## src/rtl/prescaler_pkg.sv

```systemverilog
// Shared types for the prescaler bank: channel run mode and channel state.
package prescaler_pkg;

   typedef enum logic {
      PERIODIC = 1'b0,
      ONE_SHOT = 1'b1
   } mode_t;

   typedef enum logic {
      IDLE = 1'b0,
      RUN  = 1'b1
   } state_t;

endpackage

```

## src/rtl/prescaler_channel.sv

```systemverilog
// One prescaler channel: counts 0..active_limit-1, pulses clock_enable on the
// terminal cycle, toggles div_clock at each wrap, periodic or one-shot.
module prescaler_channel
   import prescaler_pkg::*;
#(
   parameter int PRESCALER_WIDTH = 8
) (
   input  logic                       clock,
   input  logic                       rst_n,
   input  logic                       enable,
   input  logic                       mode,
   input  logic                       start,
   input  logic                       load,
   input  logic [PRESCALER_WIDTH-1:0] limit,
   output logic                       clock_enable,
   output logic                       div_clock,
   output logic                       busy
);

   localparam int W = PRESCALER_WIDTH;

   state_t       state_q, state_d;
   mode_t        mode_q, mode_d;
   logic [W-1:0] count_q, count_d;
   logic [W-1:0] shadow_q, shadow_d;
   logic [W-1:0] active_q, active_d;
   logic         ce_q, ce_d;
   logic         div_q, div_d;
   logic         term;

   // Widened by one bit so cnt+1 never wraps; a limit of 0 therefore never matches.
   function automatic logic is_last(input logic [W-1:0] cnt, input logic [W-1:0] lim);
      return (({1'b0, cnt} + (W+1)'(1)) == {1'b0, lim});
   endfunction

   always_ff @(posedge clock or negedge rst_n) begin
      if (!rst_n) begin
         state_q  <= IDLE;
         mode_q   <= PERIODIC;
         count_q  <= '0;
         shadow_q <= '0;
         active_q <= '0;
         ce_q     <= 1'b0;
         div_q    <= 1'b0;
      end else begin
         state_q  <= state_d;
         mode_q   <= mode_d;
         count_q  <= count_d;
         shadow_q <= shadow_d;
         active_q <= active_d;
         ce_q     <= ce_d;
         div_q    <= div_d;
      end
   end

   always_comb begin
      term     = (state_q == RUN) && is_last(count_q, active_q);
      state_d  = state_q;
      mode_d   = mode_q;
      count_d  = count_q;
      shadow_d = load ? limit : shadow_q;
      active_d = active_q;
      div_d    = div_q ^ term;
      // The live limit only changes between periods, so a mid-period load never cuts one short.
      if ((state_q == IDLE) || term) begin
         active_d = load ? limit : shadow_q;
      end
      if (!enable) begin
         state_d = IDLE;
         count_d = '0;
      end else if (state_q == IDLE) begin
         if ((active_d != '0) && ((mode_t'(mode) == PERIODIC) || start)) begin
            state_d = RUN;
            mode_d  = mode_t'(mode);
            count_d = '0;
         end
      end else if (term) begin
         count_d = '0;
         if ((mode_q == ONE_SHOT) || (active_d == '0)) begin
            state_d = IDLE;
         end
      end else begin
         count_d = count_q + W'(1);
      end
      // Registered pulse: computed from the values the count/limit take at this edge.
      ce_d = (state_d == RUN) && is_last(count_d, active_d);
   end

   always_comb begin
      clock_enable = ce_q;
      div_clock    = div_q;
      busy         = (state_q == RUN);
   end

endmodule

```

## src/rtl/prescaler_bank.sv

```systemverilog
// Bank of NUM_CH independent prescaler channels sharing one clock and one
// reset whose release is synchronised so every channel starts on the same edge.
module prescaler_bank
   import prescaler_pkg::*;
#(
   parameter int NUM_CH          = 4,
   parameter int PRESCALER_WIDTH = 8
) (
   input  logic                              clock,
   input  logic                              reset,
   input  logic [NUM_CH-1:0]                 enable,
   input  logic [NUM_CH-1:0]                 mode,
   input  logic [NUM_CH-1:0]                 start,
   input  logic [NUM_CH-1:0]                 load,
   input  logic [NUM_CH*PRESCALER_WIDTH-1:0] limit,
   output logic [NUM_CH-1:0]                 clock_enable,
   output logic [NUM_CH-1:0]                 div_clock,
   output logic [NUM_CH-1:0]                 busy
);

   logic [1:0] rst_sync_q, rst_sync_d;
   logic       rst_sync_n;

   // Assert asynchronously (reset is active-low), release two edges later for all channels at once.
   always_comb rst_sync_d = {rst_sync_q[0], 1'b1};

   always_ff @(posedge clock or negedge reset) begin
      if (!reset) begin
         rst_sync_q <= '0;
      end else begin
         rst_sync_q <= rst_sync_d;
      end
   end

   assign rst_sync_n = rst_sync_q[1];

   for (genvar g = 0; g < NUM_CH; g++) begin : g_ch
      prescaler_channel #(
         .PRESCALER_WIDTH(PRESCALER_WIDTH)
      ) u_ch (
         .clock        (clock),
         .rst_n        (rst_sync_n),
         .enable       (enable[g]),
         .mode         (mode[g]),
         .start        (start[g]),
         .load         (load[g]),
         .limit        (limit[g*PRESCALER_WIDTH +: PRESCALER_WIDTH]),
         .clock_enable (clock_enable[g]),
         .div_clock    (div_clock[g]),
         .busy         (busy[g])
      );
   end

endmodule

```

## config.mk

```make
export PLATFORM = sky130hd
export DESIGN_NAME = prescaler_bank
export DESIGN_NICKNAME = d
export VERILOG_FILES = /design/src/rtl/prescaler_pkg.sv /design/src/rtl/prescaler_channel.sv /design/src/rtl/prescaler_bank.sv
export SDC_FILE = /design/constraint.sdc
export NUM_CORES = 1
export LEC_CHECK = 0
export CORE_UTILIZATION = 45
export CTS_BUF_LIST = sky130_fd_sc_hd__clkbuf_2
export DETAILED_ROUTE_END_ITERATION = 12
export HOLD_SLACK_MARGIN = 0.08
export SYNTH_ARGS = -nofsm -noshare
export SYNTH_HDL_FRONTEND = slang
export SYNTH_SLANG_ARGS = --single-unit
export TNS_END_PERCENT = 10
```

## constraint.sdc

```tcl
create_clock -name clock -period 4.5 [get_ports clock]
set_input_delay 0.675 -clock clock [delete_from_list [all_inputs] [get_ports clock]]
set_output_delay 0.675 -clock clock [all_outputs]
set_load 0.02 [all_outputs]
```

==> out/metrics.cfg <==
[run_status]
outcome=finished clean

[grt]
grt_use_total=0.222
grt_pass1_wl_um=31100
antenna_found_initial=1
grt_max_degree=73
grt_pass1_vias=6249
grt_overflow_total=0

[route]
wl_per_cell_um=17.4
vias=6069
drc=0
antenna_left=0
drt-initial-drc-count=304
dr.pass1.iters=5
viasPerCell=5.74
wl_um=18400

[worst_setup_path]
end_kind=register
path_class=register to register
path_cells=ha_1, nand3_1, nor2_1, xnor3_1, and3_1, a21o_1, o21ai_0, and2_1, ha_1, nand2_1, nor4_1, xor2_1, nor4b_1, nor4b_1
crit_path_start_kind=register
cpPeakStageDelay_ns=0.58
crit_arrival_ns=4.53
critPathSlowestCell=dfrtp_1
cp.required_ns=5.07
worstPathMaxFanout=10

[yosys]
seq_area_frac_synth=0.373
synth_largest_area_cell=dfrtp_1
synth-seq-cells=114
syn_nets=833
ys_top_cells_by_count=dfrtp_1 (114), mux2_2 (57), nand2_1 (54), nor2_1 (43), xnor2_1 (43)
async_reset_ff_frac=1.00
synth_edf_count=0
synth_top_area_frac=0.373
yosysUniqueCellTypes=93
yosysMostFrequentCell=dfrtp_1
syn_area_per_cell_sq_um=9.87
synthTopCellsByArea=dfrtp_1 (37%), mux2_2 (8.4%), xnor2_1 (4.9%), xor2_1 (3.0%), nand2_1 (2.6%)
ys.flop_type=dfrtp_1
synthCells=775
yosysWarnings=0
syn_area_sq_mm=0.00765

[final_layout]
multiInputGateArea_sq_mm=0.00440
fin_nets=882
final_area_sq_mm=0.00855
n_fill_cell=1531
syn_to_final_growth_pct=11.7
layout-drive-gt1-share=0.159
regArea_sq_mm=0.00286

[flow_run]
cap_violations=0

[sta]
hold_ws_ns=0.371
drv_slew=0
setup_viol=0
fin_tns_setup_ns=0
worst_pin_slew_ns=0.955
min_period_ns=3.96
slew-limit-headroom=0.364
hold_viol=0
clock.fmax_ghz=0.253
finalClockSkew_ns=0.0353
finalCritPeriodShare=0.880
rsz0062_at_grt=false

[floorplanning]
start_util=0.461
die_h_um=132
design.die.area_sq_mm=0.0175
core_area_sq_mm=0.0166
num_rows=47
die_x_um=132
ios=62

[placement]
dpl.hpwl_um=13900
port_buffers=61
placed_area_sq_mm=0.00836
gp_congestion=0.886

[clock_tree]
cts_tree=built
htreeDepth=4
clockRootBuffer=clkbuf_2
cts_setup_buffers=0
clk_path_buf_depth=2
clk_pin_slew_ns=0.17
cts_buffers=17
insertion_delay_ns=0.67
cts.sinks=114

[power]
p_leak_uw=0.00351
p_per_area_mw_per_mm2=287
worst_ir_drop_vdd_mv=0.156

[worst_hold_path]
hp-class=register to register

per-layer routing:
| layer | vias to the layer above | share of wire | track usage |
|---|---|---|---|
| li1 | 2956 | - | - |
| met1 | 2952 | 0.47 | 0.291 |
| met2 | 138 | 0.48 | 0.365 |
| met3 | 23 | 0.041 | 0.0492 |
| met4 | 0 | 0.013 | 0.0696 |
| met5 | - | 0 | 0 |
stage by stage:
| stage | setup slack, ns | utilization | power [uW] | cells |
|---|---|---|---|---|
| final | 0.542 | 0.515 | 2460 | 1058 |
| after global routing | 0.127 | 0.515 | 2610 | 1058 |
| after CTS | 0.602 | 0.515 | 2490 | 1056 |
| after detailed placement | 0.170 | 0.504 | 1910 | 1024 |
| after global placement | 0.328 | 0.504 | 1900 | 1024 |
| after floorplan | 0.888 | - | 1720 | 775 |
worst max-delay path, delay by kind of cell, from the launching register on:
| kind | cells | cell delay [ns] |
|---|---|---|
| xor gates and xnor gates | 2 | 0.40 |
| adders and majority gates | 2 | 0.55 |
| AOI/OAI and AO/OA | 2 | 0.61 |
| and+or+nand+nor | 8 | 1.73 |
| DFF | 1 | 0.58 |
report_power, final:
part           switching [uW]  internal [uW]
logic                     324            323
registers                 114           1130
clock network             366            197
final timing paths:
check                                                  start  slack [ns]  cells past startpoint                                  end
max reg2reg                g_ch[2].u_ch.count_q[0]$_DFF_PN0_        0.54                     14  g_ch[2].u_ch.clock_enable$_DFF_PN0_
min reg2reg                          rst_sync_q[0]$_DFF_PN0_        0.37                      0              rst_sync_q[1]$_DFF_PN0_
min in group asynchronous            rst_sync_q[1]$_DFF_PN0_        0.48                      0    g_ch[3].u_ch.count_q[7]$_DFF_PN0_
min                                  rst_sync_q[0]$_DFF_PN0_        0.37                      0              rst_sync_q[1]$_DFF_PN0_
max                        g_ch[2].u_ch.count_q[0]$_DFF_PN0_        0.54                     14  g_ch[2].u_ch.clock_enable$_DFF_PN0_
max in group asynchronous            rst_sync_q[1]$_DFF_PN0_        2.91                      1    g_ch[0].u_ch.count_q[0]$_DFF_PN0_
layout by cell type (no fill, tap or decap), types with 21 or more instances in the layout:
cell type,n
nand3_1,29
mux2_2,57
dfrtp_1,113
nor2_1,43
clkdlybuf4s50_1,61
nand2_1,54
o21ai_0,25
inv_1,33
nor3_1,21
clkbuf_2,22
xnor2_1,43
xor2_1,26
sequential cells by signal, indices dropped and copies added, names as in the netlist:
signal and count:
g_ch.u_ch.count_q 32, g_ch.u_ch.mode_q 4, g_ch.u_ch.active_q 32, g_ch.u_ch.shadow_q 32
rst_sync_q 2, g_ch.u_ch.clock_enable 4, g_ch.u_ch.div_clock 4, g_ch.u_ch.busy 4
logic make-up (layout without fill, tap and decap cells):
kind of cell / count (synthesis) / count (layout) / share of synthesized area
xor+xnor: 76 / 76 / 0.0988
compound gates: 161 / 161 / 0.165
buf+inv: 78 / 140 / 0.0517
simple gates: 261 / 261 / 0.187
mux: 75 / 75 / 0.109
flops: 114 / 114 / 0.373
fa+ha+maj: 9 / 9 / 0.0146
other cells: 1 / 2 / 0.000490
final cells by class:
cell class	count	area share
Timing Repair Buffer	73	0.0823
Inverter	35	0.0154
Antenna cell	1	0.000293
Clock buffer	22	0.0129
Sequential cell	114	0.334
Tap cell	220	0.0322
Clock inverter	10	0.00790
Multi-Input combinational cell	583	0.515
timing repair:
item / in CTS / in global routing
endpoints found under the hold margin: 0 / 2
resized for setup: 0 / 0
hold buffers: 0 / 1
No activity file was read; power rests on OpenSTA's default activity.
